==> config.mk <==
export PLATFORM = sky130hd
export DESIGN_NAME = spi_regfile_periph_flat
export DESIGN_NICKNAME = d
export VERILOG_FILES = /design/src/rtl/spi_regfile_periph_if.sv /design/src/rtl/spi_regfile_periph.sv /design/src/flat_wrapper.sv
export SDC_FILE = /design/constraint.sdc
export NUM_CORES = 1
export LEC_CHECK = 0
export BUFFER_PORTS_ARGS = -buffer_cell sky130_fd_sc_hd__buf_2
export CORE_ASPECT_RATIO = 0.7
export CORE_MARGIN = 8
export CORE_UTILIZATION = 60
export CTS_CLUSTER_DIAMETER = 50
export DETAILED_ROUTE_END_ITERATION = 6
export GPL_TIMING_DRIVEN = 0
export PLACE_DENSITY_LB_ADDON = 0.12
export SETUP_SLACK_MARGIN = 0.1
export SLEW_MARGIN = 20
export SYNTH_ARGS = -nofsm -noshare
export SYNTH_HDL_FRONTEND = slang
export SYNTH_SLANG_ARGS = --single-unit
==> constraint.sdc <==
create_clock -name clk -period 9.9 [get_ports clk]
set_input_delay 1.98 -clock clk [delete_from_list [all_inputs] [get_ports clk]]
set_output_delay 1.98 -clock clk [all_outputs]
set_load 0.02 [all_outputs]
==> src/rtl/spi_regfile_periph_if.sv <==
// SPI pin bundle between the bus controller (master) and the register-file peripheral (slave).
interface spi_regfile_periph_if;
  logic ncs;
  logic sclk;
  logic copi;
  logic cipo;
  logic cipo_oe;

  modport master (output ncs, sclk, copi, input cipo, cipo_oe);
  modport slave  (input ncs, sclk, copi, output cipo, cipo_oe);
endinterface

==> src/rtl/spi_regfile_periph.sv <==
// SPI mode-0 register file: R/W bit, address, data, MSB first; writes commit after ncs rises,
// reads shift the addressed register out on cipo; malformed frames are counted.
module spi_regfile_periph #(
  parameter int                NUM_REGS  = 5,
  parameter int                ADDR_W    = 7,
  parameter int                DATA_W    = 8,
  parameter logic [DATA_W-1:0] RESET_VAL = '0
) (
  input  logic                       clk,
  input  logic                       rst,
  spi_regfile_periph_if.slave        spi,
  output logic [NUM_REGS*DATA_W-1:0] regs_flat,
  output logic [NUM_REGS-1:0]        wr_strobe,
  output logic                       frame_err,
  output logic [7:0]                 err_count
);

  localparam int FRAME_LEN = 1 + ADDR_W + DATA_W;
  localparam int CW        = $clog2(FRAME_LEN + 1);
  localparam logic [CW-1:0]   CNT_CMD  = CW'(ADDR_W);
  localparam logic [CW-1:0]   CNT_LAST = CW'(FRAME_LEN - 1);
  localparam logic [CW-1:0]   CNT_FULL = CW'(FRAME_LEN);
  localparam logic [ADDR_W:0] NR       = (ADDR_W + 1)'(NUM_REGS);

  typedef enum logic [1:0] {IDLE, CMD, DATA, HOLD} state_t;

  state_t                             state;
  logic [2:0]                         ncs_q, sclk_q;
  logic [1:0]                         copi_q;
  logic [1:0]                         settle;
  logic                               armed;
  logic [CW-1:0]                      cnt;
  logic [FRAME_LEN-1:0]               rx;
  logic [DATA_W-1:0]                  tx;
  logic                               overrun, rd_frame, commit;
  logic [NUM_REGS-1:0][DATA_W-1:0]    regs;

  logic ncs_rise, ncs_fall, sclk_rise, sclk_fall, copi_s;
  assign ncs_rise  =  ncs_q[1] & ~ncs_q[2];
  assign ncs_fall  = ~ncs_q[1] &  ncs_q[2];
  assign sclk_rise =  sclk_q[1] & ~sclk_q[2];
  assign sclk_fall = ~sclk_q[1] &  sclk_q[2];
  assign copi_s    =  copi_q[1];

  assign regs_flat = regs;

  // Address as it stands when the last address bit is being sampled.
  logic [ADDR_W-1:0] cmd_addr;
  logic [DATA_W-1:0] rd_val;
  assign cmd_addr = {rx[ADDR_W-2:0], copi_s};

  always_comb begin
    rd_val = '0;
    for (int k = 0; k < NUM_REGS; k++)
      if (cmd_addr == ADDR_W'(k)) rd_val = regs[k];
  end

  logic              fr_rw, addr_ok;
  logic [ADDR_W-1:0] fr_addr;
  logic [DATA_W-1:0] fr_data;
  assign fr_rw   = rx[FRAME_LEN-1];
  assign fr_addr = rx[DATA_W +: ADDR_W];
  assign fr_data = rx[DATA_W-1:0];
  assign addr_ok = {1'b0, fr_addr} < NR;

  always_ff @(posedge clk or posedge rst) begin
    if (rst) begin
      ncs_q  <= 3'b111;
      sclk_q <= '0;
      copi_q <= '0;
    end else begin
      ncs_q  <= {ncs_q[1:0], spi.ncs};
      sclk_q <= {sclk_q[1:0], spi.sclk};
      copi_q <= {copi_q[0], spi.copi};
    end
  end

  // A frame can only start once ncs has been seen high on real pin samples, so a frame
  // already in flight when reset releases is never decoded.
  always_ff @(posedge clk or posedge rst) begin
    if (rst) begin
      settle <= '0;
      armed  <= 1'b0;
    end else if (settle != 2'd2) begin
      settle <= settle + 2'd1;
    end else if (ncs_q[1]) begin
      armed <= 1'b1;
    end
  end

  always_ff @(posedge clk or posedge rst) begin
    if (rst) begin
      state     <= IDLE;
      cnt       <= '0;
      rx        <= '0;
      tx        <= '0;
      overrun   <= 1'b0;
      rd_frame  <= 1'b0;
      commit    <= 1'b0;
      spi.cipo    <= 1'b0;
      spi.cipo_oe <= 1'b0;
      regs      <= {NUM_REGS{RESET_VAL}};
      wr_strobe <= '0;
      frame_err <= 1'b0;
      err_count <= '0;
    end else begin
      wr_strobe <= '0;
      frame_err <= 1'b0;
      commit    <= 1'b0;

      if (commit) begin
        if (overrun || (cnt != '0 && cnt != CNT_FULL) || (cnt == CNT_FULL && fr_rw && !addr_ok)) begin
          frame_err <= 1'b1;
          if (err_count != 8'hFF) err_count <= err_count + 8'd1;
        end else if (cnt == CNT_FULL && fr_rw) begin
          for (int k = 0; k < NUM_REGS; k++)
            if (fr_addr == ADDR_W'(k)) begin
              regs[k]      <= fr_data;
              wr_strobe[k] <= 1'b1;
            end
        end
      end

      // ncs rising wins over any sclk edge detected in the same cycle.
      if (state != IDLE && ncs_rise) begin
        state       <= IDLE;
        commit      <= 1'b1;
        spi.cipo    <= 1'b0;
        spi.cipo_oe <= 1'b0;
      end else begin
        case (state)
          IDLE: if (ncs_fall && armed) begin
            state   <= CMD;
            cnt     <= '0;
            rx      <= '0;
            overrun <= 1'b0;
          end
          CMD: if (sclk_rise) begin
            rx  <= {rx[FRAME_LEN-2:0], copi_s};
            cnt <= cnt + 1'b1;
            if (cnt == CNT_CMD) begin
              state       <= DATA;
              rd_frame    <= ~rx[ADDR_W-1];
              spi.cipo_oe <= ~rx[ADDR_W-1];
              tx          <= rd_val;
            end
          end
          DATA: begin
            if (sclk_rise) begin
              rx  <= {rx[FRAME_LEN-2:0], copi_s};
              cnt <= cnt + 1'b1;
              if (cnt == CNT_LAST) state <= HOLD;
            end else if (sclk_fall && rd_frame) begin
              spi.cipo <= tx[DATA_W-1];
              tx       <= {tx[DATA_W-2:0], 1'b0};
            end
          end
          HOLD: if (sclk_rise) overrun <= 1'b1;
          default: state <= IDLE;
        endcase
      end
    end
  end

endmodule
==> src/flat_wrapper.sv <==
// flat-port wrapper written by rule: the top's interface ports become plain ports
module spi_regfile_periph_flat 
#(
  parameter int                NUM_REGS  = 5,
  parameter int                ADDR_W    = 7,
  parameter int                DATA_W    = 8,
  parameter logic [DATA_W-1:0] RESET_VAL = '0
)
  (clk, rst, regs_flat, wr_strobe, frame_err, err_count, spi_ncs, spi_sclk, spi_copi, spi_cipo, spi_cipo_oe);
  spi_regfile_periph_if spi_i ();
  input  logic clk;
  input  logic rst;
  output logic [NUM_REGS*DATA_W-1:0] regs_flat;
  output logic [NUM_REGS-1:0] wr_strobe;
  output logic frame_err;
  output logic [7:0] err_count;
  input wire logic [$bits(spi_i.ncs)-1:0] spi_ncs;
  input wire logic [$bits(spi_i.sclk)-1:0] spi_sclk;
  input wire logic [$bits(spi_i.copi)-1:0] spi_copi;
  output wire logic [$bits(spi_i.cipo)-1:0] spi_cipo;
  output wire logic [$bits(spi_i.cipo_oe)-1:0] spi_cipo_oe;
  assign spi_i.ncs = spi_ncs;
  assign spi_i.sclk = spi_sclk;
  assign spi_i.copi = spi_copi;
  assign spi_cipo = spi_i.cipo;
  assign spi_cipo_oe = spi_i.cipo_oe;
  spi_regfile_periph #(.NUM_REGS(NUM_REGS), .ADDR_W(ADDR_W), .DATA_W(DATA_W), .RESET_VAL(RESET_VAL)) u_core (.clk(clk), .rst(rst), .spi(spi_i), .regs_flat(regs_flat), .wr_strobe(wr_strobe), .frame_err(frame_err), .err_count(err_count));
endmodule
# After elaboration in Yosys (flattened, before gate mapping)
# Cells that the tools add are included.
word_totals:
  wordCells: 151
  output_inout_bits: 56
  ff_bits: 101
  in_bits: 5
classes:
  n_addsub: 3
  n_eq_ne: 30
  bitwise_logic: 12
  magnitude_cmp: 1
  n_reduce_logical: 38
  n_mux: 45
ops:
  columns: ["op", "n"]
  rows:
  - ["$mux W8", 9]
  - ["$mux W16", 2]
  - ["$pmux W16 S2", 1]
  - ["$reduce_and A4 Y1", 8]
  - ["$eq A7 B2 Y1 const B", 4]
  - ["$mux W5", 5]
  - ["$mux W1", 18]
  - ["$reduce_bool A2 Y1", 9]
  - ["$pmux W8 S2", 1]
  - ["$ne A3 B1 Y1 const B", 5]
  - ["$eq A7 B1 Y1 const B", 2]
  - ["$eq A7 B3 Y1 const B", 2]
  - ["$logic_not A7 Y1", 2]
  - ["$mux W2", 6]
  - ["$ne A2 B1 Y1 const B", 6]
  - ["$reduce_and A6 Y1", 2]
  - ["$pmux W5 S2", 1]
  - ["$reduce_and A3 Y1", 3]
  - ["$add A8 B1 Y8 const B", 1]
  - ["$ne A8 B8 Y1 const B", 1]
  - ["$not A1 Y1", 8]
  - ["$lt A7 B3 Y1 const B", 1]
  - ["$logic_and A1 B1 Y1", 6]
  - ["$ne A2 B2 Y1 const B", 3]
  - ["other kinds (18)", 23]

# Depth between registers and ports, before layout
depth:
  depth_word: 9
  mapped_depth: 9
  depth_no_buf: 8

# Least setup slack after synthesis
# No wires, ideal clock.
synth_timing:
  path_type: "register to output"
  from: "register u_core.err_count[2]"
  to: "output port err_count[2]"
  stages_incl_launch_ff: 1
  t_arrival_ps: 469
  path_slack_ps: 7451
  path_buffers: 0
  required_ps: 7920
  path_cell_list: "dfrtp_1"
synth_lines:
  columns: ["element", "line_no", "text"]
  rows:
  - ["from (decl)", "spi_regfile_periph.sv:15", "output logic [7:0] err_count"]
  - ["from (signal assigned)", "spi_regfile_periph.sv:114", "if (err_count != 8'hFF) err_count <= err_count + 8'd1;"]
  - ["to (decl)", "flat_wrapper.sv:16", "output logic [7:0] err_count;"]
# No word-level cell between the ends.

# Final worst setup path
layout_timing:
  from: "register u_core.err_count[2]"
  to: "output port err_count[2]"
# No word-level cell between the ends.

==> flow_summary_export.csv <==
group,metric,value,unit
pwr,irDropWorstVdd,0.164,mV
critical_path,end_kind,"output port",
critical_path,cp.required,7.92,ns
routing,drtAntennaViolNets,0,
clocking,clockRootBuffer,"clkbuf_8",
synth,syn-cell-area,4680,sq um
floorplanning,die_x,122,um
placement,place_inst,548,
clocking,insertion_delay,0.37,ns
sta,grt_setup_unrepaired,"no",
finish,finalNonFillerCells,562,
clocking,clock-sinks,101,
synth,avgSynthCellArea,12.1,sq um
critical_path,r2r_start,"u_core.state[1]$_DFFE_PP0P_",
routing,drt_wl_total,10400,um
sta,finalClockSkew,0.00878,ns
min_path,hold_path_depth,0,
critical_path,reg2reg_slack,7.25,ns
min_path,hold_end,"u_core.sclk_q[1]$_DFF_PP0_",
synth,synthCells,386,
routing,via_per_inst,5.95,
clocking,cts_tree,"yes",
floorplanning,core_area,7700,sq um
critical_path,worst_r2r_endpoint,"u_core.rx[0]$_DFFE_PP0P_",
finish,syn_to_final_growth,13.3,%
synth,synthArstFlopShare,100,%
routing,wl_per_cell,18.5,um
sta,finalHoldViolCount,0,
routing,drt_iter0_drc,233,
clocking,numCtsBuffers,9,
pwr,leakagePower,2.69,nW
clocking,clockBufferDepth,2,
placement,dpl_cell_area,5140,sq um
synth,ys_ff_latch,101,
finish,final_common_cell,"dfrtp_1",
critical_path,path_delay_family,"flip-flops",
sta,hold_slack,0.352,ns
critical_path,path_cells,"buf_2",
routing,post-route-drc-count,0,
sta,slew_violations,0,
clocking,cts_setup_buffers,0,
finish,drive_gt1_share,27.8,%
synth,ys_seq_area_share,54.1,%
sta,tns,0,ns
min_path,hold_start,"u_core.sclk_q[0]$_DFF_PP0_",
placement,place.gp.congestion,0.844,
synth,yosys_warnings,0,
critical_path,cp_slowest_cell,"dfrtp_1",
finish,num-nets-final,472,
critical_path,reg2reg_depth,9,
clocking,cts-hold-fix-buffers,0,
synth,synthFlopType,"dfrtp_1",
floorplanning,die_area,10900,sq um
synth,synth.net_count,400,
pwr,powerDensity,204,nW/um^2
clocking,ctsResizeCount,0,
grt,grt_pass1_wl,17600,um
finish,post-route-util,68.9,%
floorplanning,initial_utilization,60.8,%
critical_path,critical_path_class,"reg2out",
sta,max_slew.worst_pin.slew,1.09,ns
floorplanning,boundaryPins,61,
finish,final_cell_mix,"dfrtp_1, buf_2, mux2_2, inv_1, nor2_1",
sta,timing.final.crit_share,30.1,%
critical_path,max_stage_delay,0.43,ns
finish,antenna_cells,0,
sta,slew-limit-headroom,26.5,%
grt,grt-ovfl-total,0,
flow_run,drv_cap,0,
grt,grt_usage,20.0,%
routing,vias,3343,
sta,fin_crit,2.98,ns
critical_path,cp_max_fo,6,
critical_path,arrival,1.00,ns
min_path,hold_class,"reg2reg",
critical_path,start_kind,"flop",
floorplanning,fp.dieH,89.9,um
grt,grt_max_degree,83,
clocking,clkTransAtPathRegs,0.08,ns
synth,synth_edf_count,0,
finish,stdcell_area,5310,sq um
sta,fmax,336,MHz
status,run_status,"complete, no violations",
grt,antenna_found_initial,0,
floorplanning,num_rows,27,
clocking,cts_htree_levels,3,
placement,place_hpwl,7400,um
sta,setup_viol,0,
grt,first_global_vias,3439,
placement,numPortBuffers,60,
routing,drt_first_pass_iters,4,
critical_path,path_buf_inv,1,
synth,ys_types,56,
[through the flow]
stage	total power, mW	setup WS, ns
6_report	1.08	6.92
5_1_grt	1.15	6.84
4_1_cts	1.09	6.90
3_5_place_dp	0.855	7.24
3_3_place_gp	0.837	4.20
2_1_floorplan	0.757	5.28
[flip-flops by register name, indices dropped and copies added (netlist names)]
| signal | count |
|---|---|
| u_core.wr_strobe | 5 |
| u_core.spi.cipo | 1 |
| u_core.copi_q | 2 |
| u_core.rd_frame | 1 |
| u_core.commit | 1 |
| u_core.tx | 8 |
| u_core.rx | 16 |
| u_core.overrun | 1 |
| u_core.sclk_q | 3 |
| u_core.err_count | 8 |
| u_core.spi.cipo_oe | 1 |
| u_core.settle | 2 |
| u_core.ncs_q | 3 |
| u_core.state | 2 |
| u_core.frame_err | 1 |
| u_core.regs_flat | 40 |
| u_core.cnt | 5 |
| u_core.armed | 1 |
[cells by family after synthesis]
family | share of synthesized area [%]
DFF | 54.1
AOI/OAI and AO/OA | 11.9
buffers and inverters | 3.47
adders and majority gates | 2.41
and+or+nand+nor | 12.6
muxes | 14.0
xor gates and xnor gates | 1.50
[where the power goes]
group          internal, mW  leakage [nW]  switching, mW
sequential            0.457          1.35         0.0415
combinational         0.133          1.25          0.218
clock                 0.102        0.0881          0.131
total                 0.692          2.69          0.390
[layer usage]
layer	part of all wire [%]	up-vias	track usage, %	routed length [um]
li1	-	1540	-	-
met1	44	1707	26.1	4620
met2	49	83	32.5	5110
met3	5.6	13	4.93	583
met4	0.86	0	4.91	89
met5	0	-	0	0
[synthesized netlist by cell type (3+ instances only)]
master	count	area share (%)
dfrtp_1	98	52
mux2_2	27	6.5
inv_1	21	1.7
nor2_1	19	1.5
a22o_1	18	3.4
mux2_4	16	5.1
a211oi_1	14	2.2
o21ai_0	14	1.5
clkbuf_1	12	0.96
nand2b_1	12	1.6
nand3_1	12	1.3
nor3b_1	11	1.8
nand2_1	10	0.80
nor2b_1	10	1.3
ha_1	9	2.4
mux2i_1	9	1.9
a221oi_1	8	1.5
and3_1	6	0.80
xnor2_1	6	1.1
nand3b_1	5	0.80
buf_1	4	0.32
a21oi_1	3	0.32
dfstp_2	3	1.7
nor4_1	3	0.40
[area by class of cell]
cell class / count / area (sq um)
Multi-Input combinational cell: 245 / 1990
Sequential cell: 101 / 2530
Inverter: 21 / 83.8
Clock buffer: 12 / 155
Clock inverter: 2 / 10.0
Buffer: 19 / 83.8
Timing Repair Buffer: 61 / 328
Fill cell: 601 / 2400
Tap cell: 101 / 126
[worst max-delay path by stage]
stage	startpoint	to	slack [ns]	cells past startpoint
after global routing	u_core.err_count[2]$_DFFE_PP0P_	err_count[2]	6.84	1
after global placement	rst	u_core.err_count[5]$_DFFE_PP0P_	4.20	2
after detailed placement	u_core.cnt[0]$_DFFE_PP0P_	u_core.regs_flat[31]$_DFFE_PP0P_	7.24	7
after floorplan	rst	u_core.armed$_DFFE_PP0P_	5.28	1
after CTS	u_core.err_count[2]$_DFFE_PP0P_	err_count[2]	6.90	1
final	u_core.err_count[2]$_DFFE_PP0P_	err_count[2]	6.92	1
Note: power is estimated with default switching activity, not from simulation.
